===== src/rtl/inst_load_ctrl_if.sv =====
// -----------------------------------------------------------------------------
// inst_load_ctrl_if
// Host-to-loader word stream: a valid/ready handshake carrying 32-bit header,
// instruction and checksum words, with a last-word marker.
//   valid : host word valid                 (host -> loader)
//   data  : header / instruction / checksum (host -> loader)
//   last  : host marks final word of stream (host -> loader)
//   ready : loader accepts word             (loader -> host)
// master = host side, slave = loader side.
// -----------------------------------------------------------------------------
interface inst_load_ctrl_if;
   logic        valid;
   logic        ready;
   logic [31:0] data;
   logic        last;

   modport master (output valid, output data, output last, input  ready);
   modport slave  (input  valid, input  data, input  last, output ready);
endinterface


===== src/rtl/inst_load_ctrl.sv =====
// -----------------------------------------------------------------------------
// inst_load_ctrl
// Sequences host-driven loading of the instruction RAM before the core runs.
// Accepts a length header and a stream of instruction words, writes them to
// sequential RAM addresses, holds the core in reset while loading and pulses
// o_init_done once the last write has landed.
//
// Optional feature macro: INST_LOAD_CKSUM_EN
//   defined   : host appends an XOR-of-all-data-words word; mismatch -> ERR
//   undefined : no checksum state/register, LOAD goes straight to FLUSH
//
// Ports
//   i_clk        : sole clock
//   i_rst        : synchronous active-high reset
//   i_start      : one-cycle load request (honoured in IDLE, DONE, ERR)
//   host         : host word stream (slave side of inst_load_ctrl_if)
//   o_we         : RAM write enable
//   o_waddr      : RAM write address
//   o_wdata      : RAM write data
//   o_init_done  : one-cycle pulse, load complete
//   o_cpu_rst    : core reset request (high while not DONE)
//   o_busy       : load in progress
//   o_err        : load failed, sticky until restart
// -----------------------------------------------------------------------------
module inst_load_ctrl #(
   parameter int ADDR_W = 12,
   parameter int DEPTH  = 4096
) (
   input  logic                i_clk,
   input  logic                i_rst,
   input  logic                i_start,
   inst_load_ctrl_if.slave     host,
   output logic                o_we,
   output logic [ADDR_W-1:0]   o_waddr,
   output logic [31:0]         o_wdata,
   output logic                o_init_done,
   output logic                o_cpu_rst,
   output logic                o_busy,
   output logic                o_err
);

   localparam logic [2:0] S_IDLE  = 3'd0;
   localparam logic [2:0] S_HDR   = 3'd1;
   localparam logic [2:0] S_LOAD  = 3'd2;
`ifdef INST_LOAD_CKSUM_EN
   localparam logic [2:0] S_CKSUM = 3'd3;
`endif
   localparam logic [2:0] S_FLUSH = 3'd4;
   localparam logic [2:0] S_DONE  = 3'd5;
   localparam logic [2:0] S_ERR   = 3'd6;

   localparam logic [ADDR_W:0] DEPTH_C = (ADDR_W+1)'(DEPTH);
   localparam logic [ADDR_W:0] ONE_C   = (ADDR_W+1)'(1);

   logic [2:0]      state;
   // One bit wider than the address so a full-depth load never wraps.
   logic [ADDR_W:0] cnt;
   logic [ADDR_W:0] last_idx;
   logic [ADDR_W:0] hdr_len;
   logic            hs;
   logic            hdr_bad;
   logic            is_final;
`ifdef INST_LOAD_CKSUM_EN
   logic [31:0]     cksum;
`endif

   // ready and busy decode straight from the state register
   always_comb begin
      host.ready = 1'b0;
      o_busy     = 1'b0;
      case (state)
         S_HDR, S_LOAD: begin
            host.ready = 1'b1;
            o_busy     = 1'b1;
         end
`ifdef INST_LOAD_CKSUM_EN
         S_CKSUM: begin
            host.ready = 1'b1;
            o_busy     = 1'b1;
         end
`endif
         S_FLUSH: o_busy = 1'b1;
         default: ;
      endcase
   end

   assign hs       = host.valid & host.ready;
   assign hdr_len  = host.data[ADDR_W:0];
   assign hdr_bad  = (hdr_len == '0) || (hdr_len > DEPTH_C) || host.last;
   assign is_final = (cnt == last_idx);

   always_ff @(posedge i_clk) begin
      if (i_rst) begin
         state       <= S_IDLE;
         cnt         <= '0;
         last_idx    <= '0;
         o_we        <= 1'b0;
         o_waddr     <= '0;
         o_wdata     <= '0;
         o_init_done <= 1'b0;
         o_cpu_rst   <= 1'b1;
         o_err       <= 1'b0;
`ifdef INST_LOAD_CKSUM_EN
         cksum       <= '0;
`endif
      end else begin
         o_we        <= 1'b0;
         o_init_done <= 1'b0;
         case (state)
            S_IDLE, S_DONE, S_ERR: begin
               if (i_start) begin
                  state     <= S_HDR;
                  cnt       <= '0;
                  o_err     <= 1'b0;
                  o_cpu_rst <= 1'b1;
`ifdef INST_LOAD_CKSUM_EN
                  cksum     <= '0;
`endif
               end
            end
            S_HDR: begin
               if (hs) begin
                  last_idx <= hdr_len - ONE_C;
                  if (hdr_bad) begin
                     state <= S_ERR;
                     o_err <= 1'b1;
                  end else begin
                     state <= S_LOAD;
                  end
               end
            end
            S_LOAD: begin
               if (hs) begin
                  // last must be high on exactly the final word; a misplaced
                  // or missing marker aborts without writing that word
                  if (host.last != is_final) begin
                     state <= S_ERR;
                     o_err <= 1'b1;
                  end else begin
                     o_we    <= 1'b1;
                     o_waddr <= cnt[ADDR_W-1:0];
                     o_wdata <= host.data;
                     cnt     <= cnt + ONE_C;
`ifdef INST_LOAD_CKSUM_EN
                     cksum   <= cksum ^ host.data;
                     if (is_final) state <= S_CKSUM;
`else
                     if (is_final) state <= S_FLUSH;
`endif
                  end
               end
            end
`ifdef INST_LOAD_CKSUM_EN
            S_CKSUM: begin
               if (hs) begin
                  if (host.data == cksum) begin
                     state <= S_FLUSH;
                  end else begin
                     state <= S_ERR;
                     o_err <= 1'b1;
                  end
               end
            end
`endif
            // FLUSH lets the final write land before the RAM leaves init mode
            S_FLUSH: begin
               state       <= S_DONE;
               o_init_done <= 1'b1;
               o_cpu_rst   <= 1'b0;
            end
            default: state <= S_IDLE;
         endcase
      end
   end

endmodule


===== src/flat_wrapper.sv =====
// flat-port wrapper written by rule: the top's interface ports become plain ports
module inst_load_ctrl_flat 
#(
   parameter int ADDR_W = 12,
   parameter int DEPTH  = 4096
)
  (i_clk, i_rst, i_start, o_we, o_waddr, o_wdata, o_init_done, o_cpu_rst, o_busy, o_err, host_valid, host_data, host_last, host_ready);
  inst_load_ctrl_if host_i ();
  input  logic i_clk;
  input  logic i_rst;
  input  logic i_start;
  output logic o_we;
  output logic [ADDR_W-1:0] o_waddr;
  output logic [31:0] o_wdata;
  output logic o_init_done;
  output logic o_cpu_rst;
  output logic o_busy;
  output logic o_err;
  input wire logic [$bits(host_i.valid)-1:0] host_valid;
  input wire logic [$bits(host_i.data)-1:0] host_data;
  input wire logic [$bits(host_i.last)-1:0] host_last;
  output wire logic [$bits(host_i.ready)-1:0] host_ready;
  assign host_i.valid = host_valid;
  assign host_i.data = host_data;
  assign host_i.last = host_last;
  assign host_ready = host_i.ready;
  inst_load_ctrl #(.ADDR_W(ADDR_W), .DEPTH(DEPTH)) u_core (.i_clk(i_clk), .i_rst(i_rst), .i_start(i_start), .host(host_i), .o_we(o_we), .o_waddr(o_waddr), .o_wdata(o_wdata), .o_init_done(o_init_done), .o_cpu_rst(o_cpu_rst), .o_busy(o_busy), .o_err(o_err));
endmodule

===== config.mk =====
export PLATFORM = sky130hd
export DESIGN_NAME = inst_load_ctrl_flat
export DESIGN_NICKNAME = d
export VERILOG_FILES = /design/src/rtl/inst_load_ctrl_if.sv /design/src/rtl/inst_load_ctrl.sv /design/src/flat_wrapper.sv
export SDC_FILE = /design/constraint.sdc
export NUM_CORES = 1
export LEC_CHECK = 0
export CAP_MARGIN = 10
export CORE_ASPECT_RATIO = 1.2
export CORE_MARGIN = 2
export CORE_UTILIZATION = 45
export DETAILED_ROUTE_END_ITERATION = 12
export HOLD_SLACK_MARGIN = 0.08
export PLACE_DENSITY = 0.7
export SYNTH_ARGS = -nofsm -noshare
export SYNTH_HDL_FRONTEND = slang
export SYNTH_SLANG_ARGS = --single-unit

===== constraint.sdc =====
create_clock -name i_clk -period 5.34 [get_ports i_clk]
set_clock_uncertainty 0.1 [all_clocks]
set_input_delay 1.068 -clock i_clk [delete_from_list [all_inputs] [get_ports i_clk]]
set_output_delay 1.068 -clock i_clk [all_outputs]
set_load 0.01 [all_outputs]

After elaboration in Yosys (flattened, before gate mapping)
Cells that the tools add are included.
Widths: inputs -> output; s select.
Storage, ports and cells
  flip-flop bits (word level): 77
  bits of input ports: 37
  output and inout bits: 50
  logic and storage cells: 70
Operators by class
  add/subtract/negate cells: 2
  $lt $le $gt $ge: 1
  equal/unequal tests: 14
  multiplexer cells: 23
  bitwise operators: 4
  reductions and logical operators: 17
Operators with widths (number)
  $mux 13: 3
  $pmux 13 s2: 1
  $mux 3: 6
  $add 13x1->13 const B: 1
  $eq 13x13->1: 1
  $gt 13x13->1 const B: 1
  $logic_not 13->1: 1
  $sub 13x1->13 const B: 1
  $pmux 3 s4: 1
  $mux 1: 10
  $eq 3x3->1 const B: 3
  $reduce_or 3->1: 3
  $ne 2x1->1 const B: 4
  $reduce_and 4->1: 2
  $reduce_and 6->1: 1
  $ne 2x2->1 const B: 2
  $reduce_and 2->1: 2
  $reduce_bool 2->1: 2
  $eq 3x1->1 const B: 1
  $eq 3x2->1 const B: 1
  $logic_not 3->1: 1
  $ne 3x1->1 const B: 1
  $not 1->1: 3
  $pmux 1 s3: 1
  7 further kinds: 8

Logic depth before layout (Yosys ltp)
Gate-level depths: netlist of run 1.
  depth after elaboration: 6
  mapped depth: 10
  depth with buffers taken out: 9

Worst setup path before layout of run 1
No wires, ideal clock.
  kind: in2reg
  from: input host_data[5]
  to: register u_core.o_err
  setup time: 0.129 ns
  arrival: 2.703 ns
  path slack: 2.408 ns
  stages: 7
  path through: or4_4 -> or3_4 -> nor3_2 -> xnor2_1 -> or2b_1 -> o21ai_0 -> o211ai_1
On the way
  word-level cells in the longest chain between the ends: 5
Ends and longest elaborated chain
  start, declared: line flat_wrapper.sv:20  | input wire logic [$bits(host_i.data)-1:0] host_data;
  $gt 13x13->1 or $logic_not 13->1 (tied branches): line inst_load_ctrl.sv:89  | assign hdr_bad = (hdr_len == '0) || (hdr_len > DEPTH_C) || host.last;
  $logic_or 1x1->1 * (2 in series): line inst_load_ctrl.sv:89
  $ne 2x1->1 (no source line) *
  $reduce_and 6->1 (no source line) *
  end signal, assigned: line inst_load_ctrl.sv:102  | o_err <= 1'b0;
  end signal, assigned: line inst_load_ctrl.sv:114  | o_err <= 1'b0;
  end signal, assigned: line inst_load_ctrl.sv:126  | o_err <= 1'b1;
  end, declared: line inst_load_ctrl.sv:39  | output logic o_err
Every way passes the cells marked *; elsewhere a longest branch is shown, timed or not.
A chain may end at the register's enable or synchronous reset.

Worst setup path in the final report of run 1
Same ends and word-level chain as after synthesis.

==> run summary, run 1 <==
Cell internal power was estimated by the tool at 1.065 mW. Clock tree synthesis selected as its root buffer the cell clkbuf_8. The slowest cell on the critical path is or4_4.

The critical path goes through clkdlybuf4s50_1, or4_4, or3_4, nor3_2, xnor2_1, or2b_1, o21ai_0, o211ai_1. In this run the register-to-register setup slack is 2.52 ns. The flip-flop and latch count after synthesis is 77. The net count of the mapped netlist came out at 410. The startpoint of the most critical register-to-register path is u_core.cnt[2]$_SDFFE_PP0P_. The kind of path behind the tightest hold check is flop to flop. Data arrives at the worst endpoint at 3.38 ns.

The relative max-transition margin came out at 0.4471. The first-pass GRT wire length is 13.28 mm. The clock network fraction of design power came out at 0.287. Along the worst hold path, the cell count comes to 2. The total I/O pin count is 87. The hold buffer count at CTS came out at 0. The proportion of synthesized chip area in sequential cells came out at 0.4549. Of the available clock period, the critical path in the final layout requires 0.6088. The initial DRC count is 117. Derived from the worst setup path, the maximum achievable clock frequency is 307.6 MHz. The initial antenna violation count is 0. Measured against the total synthesized area, the mux share comes to 0.1359. For this run, the slowest stage of the critical path takes 0.59 ns. The synthesized-area fraction occupied by ao, oa, aoi and oai cells is 0.1023. The relative contribution of sequential cells to total power is 0.431. The remaining antenna violation count after routing came out at 0. The area occupied by multi-input gates is 1718 um2. The worst vdd rail ir drop came out at 201.1 uV. The vias after detailed routing came out at 2876. Buffers inserted during clock tree synthesis total 9. The slew at the pin closest to its max-slew limit came out at 0.8294 ns. In this run the deepest clock path goes through 2 buffers.

The number of pins with negative max-slew slack in the final report was 0. For this design the ratio of total power to cell area is 354.8 nW/um2. The die span in y is 99.06 um.

The mean cell area of the mapped netlist came out at 9.133 um2. STA classifies the critical path endpoint as a flop. The final global-route overflow total is 0.

For this run, design rule violations remaining after detail routing come to 0. The final setup violation count is 0. The reported max-cap violation count came out at 0.

The routed via count divided by cell count is 5.277. The run finished with clean final reports. Of all nets on the critical path, the largest fanout is 7. The switching power as a share of total power came out at 0.3317. In the final routed layout, each cell accounts on average for 14.32 um. For this run, the post-layout net count is 489. The post-detailed-routing wire length is 7.805 mm. The combinational group share of total power came out at 0.282. The total global-route track usage came out at 0.1982. In this run the critical register-to-register path is captured at u_core.o_wdata[0]$_SDFFE_PP0P_.

The starting density of the core came out at 0.4658. The cell count after placement came out at 529. The source-to-sink clock delay at the later pin of the worst-skew pair came out at 0.35 ns.

The worst setup path is launched from a primary input. Counting instances in the post-synthesis netlist gives the leading cell types as dfxtp_1 (77), nor2_1 (68), mux2i_1 (46), nand2_1 (22), xor2_1 (16). The number of search-and-repair iterations in the first detailed-routing pass came out at 4.

Of the total synthesized cell area, the portion taken by XOR and XNOR cells is 0.06721. The dominant cell by count in the synthesized netlist is dfxtp_1. The share of synthesized cell area in and, or, nand and nor gates is 0.1942. The worst setup path is of the primary input to flop kind. Setup repair after global routing left no endpoint under its margin. After legalization and detailed placement, the total HPWL measured 5.567 mm. Synthesis produced a netlist whose cell count is 371.

The number of synthesized flops with an enable pin came out at 0. Ranked by total cell area, the synthesized netlist is headed by dfxtp_1 (45%), mux2i_1 (14%), nor2_1 (7.5%). The number of different library cells used by synthesis comes to 42. The cell row count came out at 34.

The floorplan step defined a core boundary enclosing 7274 um2. The die covers 8242 um2. By area, the combinational part of the netlist is dominated by simple AND/OR/NAND/NOR gates. The smallest clock period supported by the final layout is computed as 3.251 ns.

The setup TNS came out at 0 ns. The count of antenna diodes in the layout came out at 0. The placer's final routability congestion estimate is 0.9007. The adder-cell share of the synthesized area came out at 0.007386.

The horizontal die dimension came out at 83.21 um. Entering global routing, the biggest net connects 46 pins. In this run the most critical hold path is launched from u_core.o_cpu_rst$_SDFFE_PP1P_. Of all flip-flops after synthesis, the portion carrying an async set or reset was 0. The cell leakage power came out at 1.656 nW. The area share of the largest cell type after synthesis came out at 0.4549. The number of gates resized after CTS was 0.

The final hold violation count came out at 0. The area added between synthesis and finish came out at 32.53%. The analysis attributes to net switching a power of 0.5285 mW. For hold timing, the worst endpoint is u_core.o_cpu_rst$_SDFFE_PP1P_. The area used by sequential logic in the layout is 1541 um2.

The primary flip-flop cell chosen by synthesis mapping is dfxtp_1. The mapped cell area is 3388 um2. The number of standard cells in the final layout excluding fillers is 545. The logic depth of the worst register-to-register path came out at 8. The via count of the first global-routing pass was 2826. During synthesis, Yosys emitted a total of 0 warnings. The final-layout fill cell count came out at 621. The clock transition at the register clock pins on the worst setup and hold paths after CTS came out at 0.08 ns.

Of the cells placed in the final design, the portion with a size suffix greater than 1 is 0.05275. The cell type with the highest aggregate area in the netlist is dfxtp_1. The number of setup buffers added after CTS is 0.

The maximum level of the CTS H-tree is 3. The number of sinks on the clock net is 77. The number of port buffers came out at 86. TritonCTS built the clock tree. The critical path data required time came out at 5.47 ns.
layer usage:
| layer | track usage | wire (um) | part of all wire | up-vias |
|---|---|---|---|---|
| met5 | 0 | 0 | 0 | - |
| met4 | 0.08449 | 138 | 0.018 | 0 |
| met3 | 0.05444 | 468 | 0.060 | 12 |
| met2 | 0.3362 | 3787 | 0.49 | 82 |
| met1 | 0.2360 | 3411 | 0.44 | 1336 |
| li1 | - | - | - | 1446 |
critical path, delay by kind of cell:
kind | cells | cell delay, ns
buf+inv | 1 | 0.52
xor+xnor | 1 | 0.18
compound gates | 2 | 0.27
simple gates | 4 | 1.35
worst max path at each step:
stage	start	end	slack, ns	cells past startpoint
after floorplan	host_data[5]	u_core.o_err$_SDFFE_PP0P_	2.41	7
after global placement	host_data[5]	u_core.o_err$_SDFFE_PP0P_	1.79	8
after detailed placement	host_data[5]	u_core.o_err$_SDFFE_PP0P_	1.71	8
after CTS	host_data[5]	u_core.o_err$_SDFFE_PP0P_	2.08	8
after global routing	host_data[5]	u_core.o_err$_SDFFE_PP0P_	1.97	8
final	host_data[5]	u_core.o_err$_SDFFE_PP0P_	2.09	8
per-stage QoR:
step | setup WS, ns | total power, mW | cell area (um2) | hold slack [ns] | util
2_1_floorplan | 2.408 | 0.9900 | 3388 | 0.3671 | -
3_3_place_gp | 1.787 | 1.141 | 4284 | 0.3346 | 0.5889
3_5_place_dp | 1.709 | 1.148 | 4284 | 0.3713 | 0.5889
4_1_cts | 2.078 | 1.604 | 4491 | 0.3841 | 0.6173
5_1_grt | 1.972 | 1.688 | 4491 | 0.4167 | 0.6173
6_report | 2.089 | 1.593 | 4491 | 0.3728 | 0.6173
state kept, by name, summed over array words and instances, names as in the netlist:
register            count
u_core.o_wdata         32
u_core.cnt             13
u_core.last_idx        13
u_core.o_waddr         12
u_core.state            3
u_core.o_cpu_rst        1
u_core.o_err            1
u_core.o_init_done      1
u_core.o_we             1
power by group through the flow:
stage / Combinational (mW) / Clock (mW) / Sequential [mW]
4_1_cts: 0.450 / 0.468 / 0.687
3_3_place_gp: 0.443 / 0 / 0.698
5_1_grt: 0.498 / 0.495 / 0.695
3_5_place_dp: 0.448 / 0 / 0.700
2_1_floorplan: 0.310 / 0 / 0.680
6_report: 0.449 / 0.458 / 0.687
layout by cell type, fill, tap and decap left out, drive strengths merged, types with 2 or more instances in the layout:
| cell | Yosys | layout |
|---|---|---|
| a311oi | 3 | 3 |
| xor2 | 16 | 16 |
| xnor2 | 10 | 10 |
| dfxtp | 77 | 77 |
| mux2i | 46 | 46 |
| ha | 2 | 2 |
| o21ai | 11 | 11 |
| nor2b | 4 | 4 |
| nor3 | 8 | 8 |
| nand3b | 2 | 2 |
| nor4 | 5 | 5 |
| clkinv | 0 | 2 |
| a22o | 2 | 2 |
| or3 | 4 | 4 |
| clkdlybuf4s50 | 0 | 85 |
| nand3 | 5 | 5 |
| inv | 9 | 11 |
| a211oi | 10 | 10 |
| clkinvlp | 0 | 2 |
| buf | 9 | 4 |
| and3 | 6 | 6 |
| nand2b | 6 | 6 |
| a31oi | 11 | 11 |
| nand2 | 22 | 22 |
| a41oi | 2 | 2 |
| a221o | 2 | 2 |
| a21oi | 5 | 5 |
| nor2 | 68 | 68 |
| clkbuf | 12 | 9 |
| and2 | 3 | 3 |
final cells by class:
| type | instances | share of cell area |
|---|---|---|
| multi-input combinational | 264 | 0.3826 |
| sequential | 77 | 0.3433 |
| timing repair buffer | 89 | 0.1956 |
| clock buffer | 9 | 0.02758 |
| tap | 90 | 0.02508 |
| clock inverter | 7 | 0.01839 |
| inverter | 9 | 0.007523 |
logic make-up after synthesis:
logic type	after synthesis
AO/OA/AOI/OAI	51
XOR/XNOR	26
adder cells (fa/ha/maj)	2
buffers and inverters	30
flip-flops	77
multiplexers	46
AND/OR/NAND/NOR	139
Power figures use the tool's default switching activity.
==> run 2, diff against run 1 <==
--- a/config.mk
+++ b/config.mk
@@ -8,10 +8,10 @@
 export CAP_MARGIN = 10
 export CORE_ASPECT_RATIO = 1.2
 export CORE_MARGIN = 2
-export CORE_UTILIZATION = 45
+export CORE_UTILIZATION = 44
 export DETAILED_ROUTE_END_ITERATION = 12
 export HOLD_SLACK_MARGIN = 0.08
-export PLACE_DENSITY = 0.7
+export PLACE_DENSITY = 0.72
 export SYNTH_ARGS = -nofsm -noshare
 export SYNTH_HDL_FRONTEND = slang
 export SYNTH_SLANG_ARGS = --single-unit
==> constraint.sdc (replaced) <==
create_clock -name i_clk -period 2.8 [get_ports i_clk]
set_clock_uncertainty 0.1 [all_clocks]
set_input_delay 0.56 -clock i_clk [delete_from_list [all_inputs] [get_ports i_clk]]
set_output_delay 0.56 -clock i_clk [all_outputs]
set_load 0.01 [all_outputs]
==> run 2 against run 1 <==
Effect of this change: first-iteration DRC count fell by 34%; critical path depth fell by 4; critical path type is now flop to primary output; worst hold slack lost 0.029 ns; final cell count is 3.1% higher; core utilization shrank 0.86 points; cell area grew 2.7%.
==> run summary, run 2 (synthesis results as in run 1) <==
The run finished with clean final reports. Together, buffers and inverters on the worst path number 1. In the layout the commonest cells are clkdlybuf4s50_1 (85), dfxtp_1 (77), nor2_1 (68), mux2i_1 (46), nand2_1 (22).

Dividing the detail-routed wire length by the instance count gives 13.67 um. The clock buffer count from CTS came out at 9. Fill cells in the final layout number 675.

The number of port buffers came out at 86. The logic depth of the worst register-to-register path is 8. In the final layout, flip-flops and latches occupy 1541 um2. The final HPWL from detailed placement came out at 5.760 mm.

The met2 capacity usage during global routing is 0.3327. For met1 alone, demand over resource in global routing was 0.2274. After detailed placement, the design holds a cell count of 546. In this run the tightest slew margin relative to its limit is 0.5988. The final hold violation count came to 0. The routed via count divided by cell count came out at 5.176. The total I/O pin count is 87.

The critical path's largest stage delay is 0.53 ns. The first-pass GRT wire length is 13.28 mm. Across the VDD grid, the largest voltage drop is 369.3 uV. The clock passes through at most 2 buffers. The slew at the pin closest to its max-slew limit is 0.5975 ns. In this run the cell area measured after placement is 4412 um2.

The slowest cell on the critical path is clkdlybuf4s50_1. The leading cell type in the layout, fill and taps excluded is clkdlybuf4s50_1. The final setup violation count is 0. The full die area is 8421 um2. The worst path needs 2.631 ns of the cycle, external delays included.

In the global route stage, met3 resource usage came out at 0.06168. TritonCTS built the clock tree. The worst register-to-register path ends at u_core.cnt[2]$_SDFFE_PP0P_. The DRC violation count after routing is 0. The smallest setup slack after layout is 0.1692 ns. The worst hold margin came out at 0.3434 ns. Post-CTS timing repair inserted 0 buffers for setup. The worst-case setup slack after placement is -0.1746 ns.

The share of final-layout standard cells stronger than drive strength 1 came out at 0.08298. The starting density of the core is 0.4472. The cell row count came out at 35. The total core area came out at 7576 um2. The flip-flop count of the largest register, all copies and words added is 32. The area occupied by multi-input gates came out at 1718 um2.

The post-detailed-routing wire length came out at 7.680 mm. Entering global routing, the biggest net connects 38 pins. The post-route cell area is 4612 um2. The worst setup path is launched from a flop.

The horizontal die dimension is 84.11 um. In the finished design, the share of the clock period the worst path needs comes to 0.9396. The path class of the tightest hold or removal check is flop to flop. The remaining antenna violation count after routing is 0. met2 is the most crowded layer.

The data arrival at the endpoint of the critical path is 1.97 ns. 0 antenna diodes ended up in the layout. The count of cells in the finished layout, fillers not included, comes to 562.

On the critical path the largest part of the delay comes from simple AND/OR/NAND/NOR gates. The number of pins with negative max-slew slack in the final report came out at 0. The via count of the first global-routing pass is 2862. The critical path data required time came out at 2.14 ns. The tree built by TritonCTS fans out to 77 sinks.

The final global-route overflow total came out at 0. The total power divided by cell area is 655.2 nW/um2. The total global-route track usage is 0.1922. The critical path goes through nor2b_1, nand2b_1, nand2_1, clkdlybuf4s50_1.

The die span in y is 100.1 um. The initial antenna violation count came out at 0. The reported max-cap violation count is 0. The number of search-and-repair iterations in the first detailed-routing pass came out at 4. Counting flops per register, the top entry is u_core.o_wdata. The hold buffer count at CTS came out at 0. Along the worst hold path, the cell count comes to 2. Relative to the synthesized area, the layout overhead comes to 36.12%. The net total in the final layout came out at 504.

The clock reaches the later pin of the worst-skew pair after 0.34 ns. The maximum level of the CTS H-tree came out at 3. Clock-pin slew was measured on the worst setup and hold paths at 0.08 ns. The maximum fanout along the worst path came out at 10. The analysis attributes to cell leakage a power of 1.729 nW. The largest registers in the layout are u_core.o_wdata: 32 flops, u_core.cnt: 13 flops, u_core.last_idx: 13 flops. The critical path start-end classification is flop to primary output.

The post-CTS resize count is 0. In this run the critical register-to-register path is launched from u_core.cnt[6]$_SDFFE_PP0P_. Setup repair after global routing left no endpoint under its margin. The detailed router placed 2909 vias in this run.

The path with the worst hold slack has its endpoint at u_core.o_cpu_rst$_SDFFE_PP1P_. The type of destination of the critical path is a primary output. The startpoint identified for the worst hold timing path is u_core.o_cpu_rst$_SDFFE_PP1P_. The setup slack of the worst register-to-register path is 0.55 ns. The clock tree root driver cell is clkbuf_8. The placer's final routability congestion estimate came out at 0.8586. The initial DRC count is 77.

The upper clock frequency limit is 380.1 MHz.
run 2: worst max-delay path by stage:
stage / slack, ns / startpoint / depth (start not counted) / to
after floorplan: 0.38 / host_data[5] / 7 / u_core.o_err$_SDFFE_PP0P_
after global placement: -0.13 / host_data[5] / 8 / u_core.o_err$_SDFFE_PP0P_
after detailed placement: -0.17 / host_data[5] / 8 / u_core.o_err$_SDFFE_PP0P_
after CTS: 0.20 / u_core.state[1]$_SDFFE_PP0P_ / 4 / host_ready
after global routing: 0.02 / u_core.state[1]$_SDFFE_PP0P_ / 4 / host_ready
final: 0.17 / u_core.state[1]$_SDFFE_PP0P_ / 4 / host_ready
run 2: power by group:
part	internal, mW	total (mW)	switching (mW)
clock network	0.433	0.837	0.404
registers	1.20	1.30	0.102
logic	0.424	0.881	0.456
total	2.06	3.02	0.963
run 2: area by class of cell:
class	count	share of cell area
Clock inverter	6	0.01356
Sequential cell	77	0.3342
Inverter	9	0.007325
Multi-Input combinational cell	264	0.3725
Tap cell	92	0.02496
Clock buffer	10	0.02984
Timing Repair Buffer	104	0.2176
run 2: stage by stage:
stage	util	total power [mW]	TNS, ns
2_1_floorplan	-	1.888	0
3_3_place_gp	0.5823	2.195	-0.1542
3_5_place_dp	0.5823	2.215	-0.2578
4_1_cts	0.6088	3.051	0
5_1_grt	0.6088	3.209	0
6_report	0.6088	3.022	0
run 2: worst min-delay path: stages, from the launching register on:
cell and delay [ns]:
dfxtp_1 0.31, inv_1 0.04, a21oi_1 0.05
run 2: layer usage:
metal,routed length [um],vias up,part of all wire
li1,-,1470,-
met1,3277,1332,0.43
met2,3823,101,0.50
met3,530,6,0.069
met4,48,0,0.0063
met5,0,-,0
